## config.mk

```make
export PLATFORM = sky130hd
export DESIGN_NAME = sys_array_input_skew_flat
export DESIGN_NICKNAME = d
export VERILOG_FILES = /design/src/rtl/sys_array_pkg.sv /design/src/rtl/sys_array_input_skew_if.sv /design/src/rtl/sys_array_input_skew_lane.sv /design/src/rtl/sys_array_input_skew.sv /design/src/flat_wrapper.sv
export SDC_FILE = /design/constraint.sdc
export NUM_CORES = 1
export LEC_CHECK = 0
export CAP_MARGIN = 20
export CORE_MARGIN = 4
export CORE_UTILIZATION = 47
export CTS_CLUSTER_SIZE = 24
export DETAILED_ROUTE_END_ITERATION = 7
export PLACE_DENSITY = 0.81
export SETUP_SLACK_MARGIN = 0.4
export SLEW_MARGIN = 30
export SYNTH_ARGS = -nofsm -noshare
export SYNTH_HDL_FRONTEND = slang
export SYNTH_SLANG_ARGS = --single-unit
```

## constraint.sdc

```tcl
create_clock -name clk -period 2.4 [get_ports clk]
set_input_delay 0.72 -clock clk [delete_from_list [all_inputs] [get_ports clk]]
set_output_delay 0.72 -clock clk [all_outputs]
set_load 0.005 [all_outputs]
```

## src/rtl/sys_array_pkg.sv

```systemverilog
// Shared types and helpers for the systolic array feeder blocks.
// Holds the skew FSM state encoding and the drain counter width helper.
package sys_array_pkg;

    typedef enum logic [1:0] {
        IDLE,
        STREAM,
        DRAIN
    } skew_state_t;

    // Width for a counter that must reach n-1, never narrower than one bit.
    function automatic int cnt_width(input int n);
        return (n <= 1) ? 1 : $clog2(n);
    endfunction

endpackage

```

## src/rtl/sys_array_input_skew_if.sv

```systemverilog
// Upstream vector handshake plus skewed array-side outputs of the input skew block.
// The master modport is the upstream/observer side; slave is the skew block itself.
interface sys_array_input_skew_if #(
    parameter int DATA_WIDTH = 8,
    parameter int ARRAY_L    = 2,
    parameter int CNT_WIDTH  = 16
);
    logic                                   clear;
    logic                                   in_valid;
    logic                                   in_ready;
    logic                                   in_last;
    logic [0:ARRAY_L-1][DATA_WIDTH-1:0]     in_data;
    logic [0:ARRAY_L-1][DATA_WIDTH-1:0]     array_data;
    logic [0:ARRAY_L-1]                     array_valid;
    logic                                   busy;
    logic                                   done;
    logic [CNT_WIDTH-1:0]                   beat_count;

    modport master (
        output clear, in_valid, in_last, in_data,
        input  in_ready, array_data, array_valid, busy, done, beat_count
    );

    modport slave (
        input  clear, in_valid, in_last, in_data,
        output in_ready, array_data, array_valid, busy, done, beat_count
    );
endinterface

```

## src/rtl/sys_array_input_skew_lane.sv

```systemverilog
// One skew lane: a DEPTH-stage {valid, data} shift register that advances every clock.
// Async active-low reset and synchronous clear both empty every stage.
module skew_lane #(
    parameter int DATA_WIDTH = 8,
    parameter int DEPTH      = 1
) (
    input  logic                  clk,
    input  logic                  reset_n,
    input  logic                  clear,
    input  logic                  in_valid,
    input  logic [DATA_WIDTH-1:0] in_data,
    output logic                  out_valid,
    output logic [DATA_WIDTH-1:0] out_data
);
    logic [DEPTH-1:0]      valid_reg;
    logic [DATA_WIDTH-1:0] data_reg  [DEPTH];
    logic [DEPTH-1:0]      valid_next;
    logic [DATA_WIDTH-1:0] data_next [DEPTH];

    always_comb begin
        valid_next[0] = in_valid;
        data_next[0]  = in_data;
        for (int i = 1; i < DEPTH; i++) begin
            valid_next[i] = valid_reg[i-1];
            data_next[i]  = data_reg[i-1];
        end
    end

    for (genvar gi = 0; gi < DEPTH; gi++) begin : gen_stage
        always_ff @(posedge clk or negedge reset_n) begin
            if (!reset_n) begin
                valid_reg[gi] <= 1'b0;
                data_reg[gi]  <= '0;
            end else if (clear) begin
                valid_reg[gi] <= 1'b0;
                data_reg[gi]  <= '0;
            end else begin
                valid_reg[gi] <= valid_next[gi];
                data_reg[gi]  <= data_next[gi];
            end
        end
    end

    assign out_valid = valid_reg[DEPTH-1];
    assign out_data  = data_reg[DEPTH-1];
endmodule

```

## src/rtl/sys_array_input_skew.sv

```systemverilog
// Diagonal input skew for the systolic array: lane j delays its element j extra cycles,
// fills stalls with zero bubbles and drains the skew after the final vector.
module sys_array_input_skew
    import sys_array_pkg::*;
#(
    parameter int DATA_WIDTH = 8,
    parameter int ARRAY_L    = 2,
    parameter int CNT_WIDTH  = 16
) (
    input  logic                   clk,
    input  logic                   reset_n,
    sys_array_input_skew_if.slave  bus
);
    localparam int DCW = cnt_width(ARRAY_L);
    localparam logic [DCW-1:0] DRAIN_LAST = DCW'(ARRAY_L - 1);

    skew_state_t           state_reg, state_next;
    logic [DCW-1:0]        drain_cnt_reg, drain_cnt_next;
    logic [CNT_WIDTH-1:0]  beat_count_reg, beat_count_next;
    logic                  in_ready;
    logic                  accept;

    logic [0:ARRAY_L-1][DATA_WIDTH-1:0] lane_data;
    logic [0:ARRAY_L-1]                 lane_valid;

    // Ready depends on registered state only; a beat coinciding with clear is dropped.
    assign in_ready = (state_reg != DRAIN);
    assign accept   = bus.in_valid && in_ready && !bus.clear;

    always_comb begin
        state_next      = state_reg;
        drain_cnt_next  = '0;
        beat_count_next = beat_count_reg;
        if (bus.clear) begin
            state_next      = IDLE;
            beat_count_next = '0;
        end else begin
            unique case (state_reg)
                IDLE: begin
                    if (accept) begin
                        state_next      = bus.in_last ? DRAIN : STREAM;
                        beat_count_next = CNT_WIDTH'(1);
                    end
                end
                STREAM: begin
                    if (accept) begin
                        if (bus.in_last) state_next = DRAIN;
                        if (beat_count_reg != '1) beat_count_next = beat_count_reg + 1'b1;
                    end
                end
                DRAIN: begin
                    if (drain_cnt_reg == DRAIN_LAST) begin
                        state_next = IDLE;
                    end else begin
                        drain_cnt_next = drain_cnt_reg + 1'b1;
                    end
                end
                default: state_next = IDLE;
            endcase
        end
    end

    always_ff @(posedge clk or negedge reset_n) begin
        if (!reset_n) begin
            state_reg      <= IDLE;
            drain_cnt_reg  <= '0;
            beat_count_reg <= '0;
        end else begin
            state_reg      <= state_next;
            drain_cnt_reg  <= drain_cnt_next;
            beat_count_reg <= beat_count_next;
        end
    end

    for (genvar gi = 0; gi < ARRAY_L; gi++) begin : gen_lane
        skew_lane #(
            .DATA_WIDTH (DATA_WIDTH),
            .DEPTH      (gi + 1)
        ) u_lane (
            .clk       (clk),
            .reset_n   (reset_n),
            .clear     (bus.clear),
            .in_valid  (accept),
            .in_data   (accept ? bus.in_data[gi] : {DATA_WIDTH{1'b0}}),
            .out_valid (lane_valid[gi]),
            .out_data  (lane_data[gi])
        );
    end

    assign bus.in_ready    = in_ready;
    assign bus.array_data  = lane_data;
    assign bus.array_valid = lane_valid;
    assign bus.busy        = (state_reg != IDLE);
    assign bus.done        = (state_reg == DRAIN) && (drain_cnt_reg == DRAIN_LAST) && !bus.clear;
    assign bus.beat_count  = beat_count_reg;
endmodule

```

## src/flat_wrapper.sv

```systemverilog
// flat-port wrapper written by rule: the top's interface ports become plain ports
module sys_array_input_skew_flat import sys_array_pkg::*;
#(
    parameter int DATA_WIDTH = 8,
    parameter int ARRAY_L    = 2,
    parameter int CNT_WIDTH  = 16
)
  (clk, reset_n, bus_clear, bus_in_valid, bus_in_last, bus_in_data, bus_in_ready, bus_array_data, bus_array_valid, bus_busy, bus_done, bus_beat_count);
  sys_array_input_skew_if #(.DATA_WIDTH(DATA_WIDTH), .ARRAY_L(ARRAY_L), .CNT_WIDTH(CNT_WIDTH)) bus_i ();
  input  logic clk;
  input  logic reset_n;
  input wire logic [$bits(bus_i.clear)-1:0] bus_clear;
  input wire logic [$bits(bus_i.in_valid)-1:0] bus_in_valid;
  input wire logic [$bits(bus_i.in_last)-1:0] bus_in_last;
  input wire logic [$bits(bus_i.in_data)-1:0] bus_in_data;
  output wire logic [$bits(bus_i.in_ready)-1:0] bus_in_ready;
  output wire logic [$bits(bus_i.array_data)-1:0] bus_array_data;
  output wire logic [$bits(bus_i.array_valid)-1:0] bus_array_valid;
  output wire logic [$bits(bus_i.busy)-1:0] bus_busy;
  output wire logic [$bits(bus_i.done)-1:0] bus_done;
  output wire logic [$bits(bus_i.beat_count)-1:0] bus_beat_count;
  assign bus_i.clear = bus_clear;
  assign bus_i.in_valid = bus_in_valid;
  assign bus_i.in_last = bus_in_last;
  assign bus_i.in_data = bus_in_data;
  assign bus_in_ready = bus_i.in_ready;
  assign bus_array_data = bus_i.array_data;
  assign bus_array_valid = bus_i.array_valid;
  assign bus_busy = bus_i.busy;
  assign bus_done = bus_i.done;
  assign bus_beat_count = bus_i.beat_count;
  sys_array_input_skew #(.DATA_WIDTH(DATA_WIDTH), .ARRAY_L(ARRAY_L), .CNT_WIDTH(CNT_WIDTH)) u_core (.clk(clk), .reset_n(reset_n), .bus(bus_i));
endmodule
```

==> tab_implementation.tex, run 1 <==
\begin{tabular}{lr}
\hline
Metric & Value \\
\hline
\multicolumn{2}{l}{\textbf{Outcome}} \\
\quad Run status & finished, final reports clean \\
\multicolumn{2}{l}{\textbf{Clock tree}} \\
\quad Clk sinks & 45 \\
\quad H-tree levels & 2 \\
\quad Clk root buf & clkbuf\_8 \\
\quad Clock tree from TritonCTS & yes \\
\quad Register clock-pin slew on the reported worst setup and hold paths & 90 ps \\
\quad TritonCTS Buffers & 5 \\
\quad Worst skew pair latency & 290 ps \\
\quad Hold-fix buffers, CTS & 0 \\
\quad Maximum root-to-sink buffer count & 2 \\
\multicolumn{2}{l}{\textbf{Final layout}} \\
\quad Most frequent cells in the layout & 50 x clkdlybuf4s50\_1, 36 x dfrtp\_1, 18 x buf\_4 \\
\quad Final design instance area without fill & 0.002905 mm² \\
\quad Share of final-layout standard cells stronger than drive strength 1 & 0.1901 \\
\quad Antenna cells & 0 \\
\quad Area growth, synth to finish & 40.98\% \\
\quad Filler Cells Inserted & 304 \\
\quad Register Area & 0.001137 mm² \\
\quad Layout net count & 284 \\
\quad Area of combinational cells with multiple inputs & 864.6 µm² \\
\quad Leading cell type in the layout, fill and taps excluded & clkdlybuf4s50\_1 \\
\quad Final core utilization & 0.7060 \\
\multicolumn{2}{l}{\textbf{Floorplanning}} \\
\quad Top-level I/O count & 58 \\
\quad Floorplan die area & 0.005508 mm² \\
\quad Core area & 0.004115 mm² \\
\quad Width of the die & 74.22 µm \\
\quad Effective utilization at floorplan & 0.5008 \\
\quad Die height & 74.22 µm \\
\quad Row count & 23 \\
\multicolumn{2}{l}{\textbf{Global route}} \\
\quad Overflow left after global routing & 0 \\
\quad Number of global-route vias before repair & 1597 \\
\quad Overall track demand over capacity in global routing & 0.1789 \\
\quad Number of antenna violations at the first check in global routing & 0 \\
\quad First-pass GRT wire length & 7.603 mm \\
\quad Maximum number of pins on one net before global-route repair & 46 \\
\multicolumn{2}{l}{\textbf{Worst setup path}} \\
\quad Maximum single-stage delay on the critical path & 530 ps \\
\quad Req. time, crit path & 1680 ps \\
\quad Critical path buffer and inverter count & 1 \\
\quad Slack of the worst reg-to-reg path & 470 ps \\
\quad Kind of start point of the critical path & flip-flop \\
\quad Terminus of the critical flop-to-flop path & u\_core.bus.beat\_count[5]\$\_DFFE\_PN0P\_ \\
\quad Source of the worst register-to-register timing path & u\_core.bus.beat\_count[0]\$\_DFFE\_PN0P\_ \\
\quad Worst-path fanout max & 5 \\
\quad WP data arrival & 1240 ps \\
\quad Capturing element type of the critical path & primary output \\
\quad Delay-heaviest family, CP & buffers and inverters \\
\quad Crit Path Category & flip-flop to primary output \\
\quad Cells traversed along the worst timing path & clkdlybuf4s50\_1 \\
\quad Number of cell instances on the worst register-to-register path & 5 \\
\quad Cell with the largest stage delay on the worst path & clkdlybuf4s50\_1 \\
\quad Launching instance or port of the critical path & u\_core.bus.beat\_count[5]\$\_DFFE\_PN0P\_ \\
\multicolumn{2}{l}{\textbf{Detailed routing}} \\
\quad Initial DRC Count & 164 \\
\quad Antenna-violating nets left & 0 \\
\quad Total vias in the final route & 1733 \\
\quad Total iterations of the first detailed-routing run & 5 \\
\quad DRT Wirelength & 4.889 mm \\
\quad DR DRC count & 0 \\
\quad Routed length per instance & 15.62 µm \\
\quad Vias per std cell & 5.537 \\
\multicolumn{2}{l}{\textbf{Pwr}} \\
\quad Largest voltage drop on the vdd net & 345.1 µV \\
\quad Comb power frac & 0.112 \\
\quad Power density relative to cell area & 524.8 mW/mm² \\
\quad Switching part of the total power & 0.2213 \\
\quad Net Switching & 337.5 µW \\
\quad Static power due to leakage & 1.291 nW \\
\quad Share of power burned in registers & 0.518 \\
\quad Share of total power in the clock network & 0.370 \\
\quad Power Internal & 1.187 mW \\
\multicolumn{2}{l}{\textbf{Logic synthesis}} \\
\quad Post-synth top area share & 0.5464 \\
\quad Number of enable-type register cells in the synthesized netlist & 0 \\
\quad Cell type with the highest aggregate area in the netlist & dfrtp\_1 \\
\quad Warning count from the yosys run & 0 \\
\quad Cell types with the largest area share after synthesis & dfrtp\_1 55\%, and2\_1 4.9\%, nor2b\_1 3.0\% \\
\quad Predominant post-synthesis flop cell & dfrtp\_1 \\
\quad Number of instances in the synthesized netlist & 193 \\
\quad Number of nets in the synthesized netlist & 215 \\
\quad Post-Synthesis Mean Instance Area & 10.68 µm² \\
\quad Sequential share of the synthesized area & 0.5464 \\
\quad Synthesized cell area & 0.002061 mm² \\
\quad Seq cells post-synth & 45 \\
\quad Number of different library cells in the post-synthesis netlist & 49 \\
\quad Fraction of registers with async set or reset after synthesis & 1.000 \\
\multicolumn{2}{l}{\textbf{Placement}} \\
\quad Weighted congestion at the end of routability-driven global placement & 0.9066 \\
\quad Half-perimeter wire length of the detailed placement result & 3.424 mm \\
\quad Standard cell area after detailed placement & 0.002684 mm² \\
\quad Number of buffers inserted by port buffering & 57 \\
\quad Setup WS pre-CTS & -205.9 ps \\
\multicolumn{2}{l}{\textbf{Timing}} \\
\quad Final Skew & 7.669 ps \\
\quad Total count of max-transition violations in the final report & 0 \\
\quad Hold violation total from the final report & 0 \\
\quad Setup violations, final & 0 \\
\quad Time the final worst path needs with I/O delays and setup & 1962 ps \\
\quad Setup Total Neg Slack & 0 ps \\
\quad Worst path setup slack after routing & 437.5 ps \\
\quad Setup repair after global routing missed its margin & yes \\
\quad Relative slew slack & 0.6345 \\
\quad Tightest Pin Transition & 548.3 ps \\
\quad Final clock period utilization by the worst path & 0.8177 \\
\quad Max Clk Rate & 509.6 MHz \\
\multicolumn{2}{l}{\textbf{Job}} \\
\quad Total of max-cap violations & 0 \\
\multicolumn{2}{l}{\textbf{Worst hold path}} \\
\quad Worst Hold Depth & 1 \\
\quad End of the worst hold path & u\_core.gen\_lane[1].u\_lane.out\_data[3]\$\_DFF\_PN0\_ \\
\quad Launch point of the worst hold path & u\_core.gen\_lane[1].u\_lane.data\_next[3]\$\_DFF\_PN0\_ \\
\quad Type of the tightest min-delay check & flip-flop to flip-flop \\
\hline
\end{tabular}
==> final cells by class <==
cell class / count / area share
Clock buffer: 6 / 0.02498
Sequential cell: 45 / 0.3915
Clock inverter: 2 / 0.01335
Multi-Input combinational cell: 129 / 0.2976
Inverter: 5 / 0.006460
Timing Repair Buffer: 76 / 0.2446
Tap cell: 50 / 0.02153
==> synth_stat cells, types with 4 or more instances <==
cell type,count
buf_2,5
o21ai_0,4
clkbuf_1,5
nor2b_1,10
inv_1,5
a21oi_1,5
nand3_1,11
and3_1,7
nor2_1,4
dfrtp_1,45
and2_1,16
nand2_1,12
nor3_1,5
==> logic make-up (layout without fill, tap and decap cells) <==
family | count (synthesis) | in the layout | synth area share
muxes | 1 | 1 | 0.004858
AOI/OAI and AO/OA | 42 | 42 | 0.1451
buffers and inverters | 19 | 89 | 0.04675
DFF | 45 | 45 | 0.5464
adders and majority gates | 1 | 1 | 0.006071
and+or+nand+nor | 85 | 85 | 0.2508
==> per-stage QoR <==
stage               power, mW  hold slack (ps)  cells
global placement       0.9645            425.7    295
floorplan              0.8658            408.8    193
finish                  1.525            462.5    313
CTS                     1.529            444.7    308
global route            1.578            482.1    313
detailed placement     0.9677            434.9    295
==> per-layer routing <==
metal	vias up	routed length, µm	global-route usage
li1	836	-	-
met1	821	2050	0.2433
met2	70	2438	0.2756
met3	6	329	0.04324
met4	0	70	0.07510
met5	-	0	0
==> power groups by stage <==
stage,Sequential [mW],Combinational [mW],Clock (mW)
floorplan,0.805,0.0603,0
global placement,0.805,0.159,0
detailed placement,0.806,0.161,0
CTS,0.789,0.168,0.572
global route,0.792,0.188,0.598
finish,0.789,0.171,0.564
==> worst max-delay path by stage <==
| stage | endpoint | slack [ps] | cells after the start |
|---|---|---|---|
| after floorplan | bus_done | 420 | 3 |
| after global placement | bus_done | -220 | 3 |
| after detailed placement | bus_done | -210 | 3 |
| after CTS | bus_done | 310 | 3 |
| after global routing | u_core.bus.beat_count[5]$_DFFE_PN0P_ | 370 | 5 |
| final | bus_beat_count[5] | 440 | 1 |
==> repair_timing <==
item / in CTS / in global routing
buffers inserted: 5 / 5
pin swaps: 0 / 0
endpoints found under the setup margin: 24 / 27
resized for setup: 12 / 16
Note: power is estimated with default switching activity, not from simulation.
==> inputs of run 2 (changes only) <==
==> constraint.sdc (replaced) <==
create_clock -name clk -period 1.9 [get_ports clk]
set_input_delay 0.57 -clock clk [delete_from_list [all_inputs] [get_ports clk]]
set_output_delay 0.57 -clock clk [all_outputs]
set_load 0.005 [all_outputs]
==> run 2 against run 1 <==
  * The flow now finishes with violations (negative setup slack)
  * Setup slack got worse by 450 ps
  * Largest power group unchanged
  * Clock skew rose by 5.5 ps
  * Die area did not move
  * Sequential power rose by 27%
==> tab_implementation.tex, run 2 (synthesized netlist as in run 1, its figures left out) <==
\begin{tabular}{lr}
\hline
Metric & Value \\
\hline
\multicolumn{2}{l}{\textbf{Worst setup path}} \\
\quad Worst-path fanout max & 5 \\
\quad Kind of start point of the critical path & flip-flop \\
\quad Crit Path Category & flip-flop to flip-flop \\
\quad Capturing element type of the critical path & flip-flop \\
\quad Req. time, crit path & 2070 ps \\
\quad WP data arrival & 2080 ps \\
\multicolumn{2}{l}{\textbf{Job}} \\
\quad Total of max-cap violations & 0 \\
\multicolumn{2}{l}{\textbf{Timing}} \\
\quad Setup violations, final & 1 \\
\quad Total count of max-transition violations in the final report & 0 \\
\quad Final clock period utilization by the worst path & 1.007 \\
\quad Tightest Pin Transition & 468.9 ps \\
\quad Worst path setup slack after routing & -13.89 ps \\
\quad Final Skew & 13.14 ps \\
\quad Hold violation total from the final report & 0 \\
\quad Relative slew slack & 0.6850 \\
\quad Setup repair after global routing missed its margin & yes \\
\quad Max Clk Rate & 522.5 MHz \\
\quad Time the final worst path needs with I/O delays and setup & 1914 ps \\
\quad Setup Total Neg Slack & -13.89 ps \\
\multicolumn{2}{l}{\textbf{Global route}} \\
\quad First-pass GRT wire length & 11.68 mm \\
\quad Most crowded layer after global routing & met2 \\
\quad Number of antenna violations at the first check in global routing & 0 \\
\quad Global routing met2 resource utilization & 0.4902 \\
\quad Met1 demand-to-capacity share in global routing & 0.3544 \\
\quad Number of global-route vias before repair & 2234 \\
\quad Overall track demand over capacity in global routing & 0.2855 \\
\quad Overflow left after global routing & 0 \\
\quad Maximum number of pins on one net before global-route repair & 46 \\
\quad Met3 track demand over resource in global routing & 0.05135 \\
\multicolumn{2}{l}{\textbf{Clock tree}} \\
\quad Clk root buf & clkbuf\_8 \\
\quad Register clock-pin slew on the reported worst setup and hold paths & 100 ps \\
\quad TritonCTS Buffers & 5 \\
\quad Clk sinks & 45 \\
\quad H-tree levels & 2 \\
\quad Clock tree from TritonCTS & yes \\
\quad Maximum root-to-sink buffer count & 2 \\
\quad Hold-fix buffers, CTS & 0 \\
\quad Worst skew pair latency & 310 ps \\
\multicolumn{2}{l}{\textbf{Final layout}} \\
\quad Final design instance area without fill & 0.003670 mm² \\
\quad Area growth, synth to finish & 78.08\% \\
\quad Leading cell type in the layout, fill and taps excluded & buf\_4 \\
\quad Layout net count & 336 \\
\quad Antenna cells & 0 \\
\quad Share of final-layout standard cells stronger than drive strength 1 & 0.4825 \\
\quad Most frequent cells in the layout & 45 x buf\_4, 38 x dfrtp\_1, 24 x clkdlybuf4s15\_1 \\
\quad Non-Filler Instances & 365 \\
\multicolumn{2}{l}{\textbf{Floorplanning}} \\
\quad Width of the die & 74.22 µm \\
\quad Die height & 74.22 µm \\
\quad Floorplan die area & 0.005508 mm² \\
\quad Top-level I/O count & 58 \\
\quad Row count & 23 \\
\quad Effective utilization at floorplan & 0.5008 \\
\quad Core area & 0.004115 mm² \\
\multicolumn{2}{l}{\textbf{Pwr}} \\
\quad Overall power consumption & 2.162 mW \\
\quad Power density relative to cell area & 589.1 mW/mm² \\
\quad Static power due to leakage & 1.675 nW \\
\quad Largest voltage drop on the vdd net & 455.8 µV \\
\multicolumn{2}{l}{\textbf{Detailed routing}} \\
\quad Routed length per instance & 24.84 µm \\
\quad Antenna-violating nets left & 0 \\
\quad DRT Wirelength & 9.066 mm \\
\quad Total iterations of the first detailed-routing run & 5 \\
\quad Initial DRC Count & 283 \\
\quad DR DRC count & 0 \\
\quad Total vias in the final route & 2369 \\
\quad Vias per std cell & 6.490 \\
\multicolumn{2}{l}{\textbf{Outcome}} \\
\quad Run status & finished, violations left \\
\quad Failing checks & negative setup slack \\
\multicolumn{2}{l}{\textbf{Placement}} \\
\quad Setup WS pre-CTS & -443.3 ps \\
\quad Standard cell area after detailed placement & 0.002828 mm² \\
\quad Weighted congestion at the end of routability-driven global placement & 0.9291 \\
\quad Half-perimeter wire length of the detailed placement result & 3.825 mm \\
\quad Number of placed cells counting well taps & 305 \\
\quad Number of buffers inserted by port buffering & 57 \\
\multicolumn{2}{l}{\textbf{Worst hold path}} \\
\quad Type of the tightest min-delay check & input port to async pin \\
\hline
\end{tabular}
==> run 2: changes by cell type in the layout (fill, tap and decap cells not counted), moves of 4 or more <==
cell	delta
buf_6	+22
nor3_1	-4
buf_4	+27
and3_4	+5
and3_1	-4
a21oi_1	-5
a21oi_2	+5
clkdlybuf4s50_1	-33
clkdlybuf4s15_1	+22
clkbuf_2	+8
==> run 2: repair_timing <==
item                                    4_1_cts  5_1_grt
endpoints found under the setup margin       71       53
gates cloned                                  2        1
resized for setup                           119       63
pin swaps                                    16       16
setup buffers                                40        9
==> run 2: worst max-delay path, cell delays in order (launching register included) <==
cell	delay, ps
dfrtp_1	440
buf_6	160
or3b_4	400
buf_6	150
buf_12	120
o21ai_4	70
o21ai_1	110
nor3b_1	330
==> run 2: report_power, final <==
part	leakage, nW	internal [mW]	total, mW	switching (mW)
Sequential	0.604	0.984	1.00	0.0158
Clock	0.0591	0.402	0.775	0.373
Combinational	1.01	0.207	0.387	0.180
==> run 2: metrics by stage <==
| step | utilization | hold slack [ps] |
|---|---|---|
| 2_1_floorplan | - | 274.4 |
| 3_5_place_dp | 0.6871 | 447.7 |
| 6_report | 0.8918 | 236.4 |
| 3_3_place_gp | 0.6871 | 441.3 |
| 4_1_cts | 0.8167 | 242.1 |
| 5_1_grt | 0.8918 | 236.2 |
==> run 2: routing by layer <==
| layer | up-vias | wire, µm |
|---|---|---|
| met3 | 64 | 845 |
| met5 | - | 0 |
| met2 | 195 | 4392 |
| met4 | 0 | 516 |
| li1 | 946 | - |
| met1 | 1164 | 3311 |
==> run 2: final timing paths <==
path | startpoint | slack (ps) | endpoint | cells past startpoint
max | u_core.state_reg[1]$_DFFE_PN0P_ | -10 | u_core.bus.beat_count[15]$_DFFE_PN0P_ | 7
min | reset_n | 240 | u_core.bus.beat_count[0]$_DFFE_PN0P_ | 2
max reg2reg | u_core.state_reg[1]$_DFFE_PN0P_ | -10 | u_core.bus.beat_count[15]$_DFFE_PN0P_ | 7
min reg2reg | u_core.gen_lane[1].u_lane.data_next[4]$_DFF_PN0_ | 470 | u_core.gen_lane[1].u_lane.out_data[4]$_DFF_PN0_ | 1
max in group asynchronous | reset_n | 1430 | u_core.bus.beat_count[15]$_DFFE_PN0P_ | 2
min in group clk | u_core.gen_lane[1].u_lane.data_next[4]$_DFF_PN0_ | 470 | u_core.gen_lane[1].u_lane.out_data[4]$_DFF_PN0_ | 1
==> run 2: final cells by class <==
cell class	instances	area, µm²
Timing Repair Buffer	126	1156
Fill cell	168	445.4
Multi-Input combinational cell	131	1181
Inverter	5	18.77
Clock buffer	5	68.82
Tap cell	50	62.56
Sequential cell	45	1135
Clock inverter	3	47.55
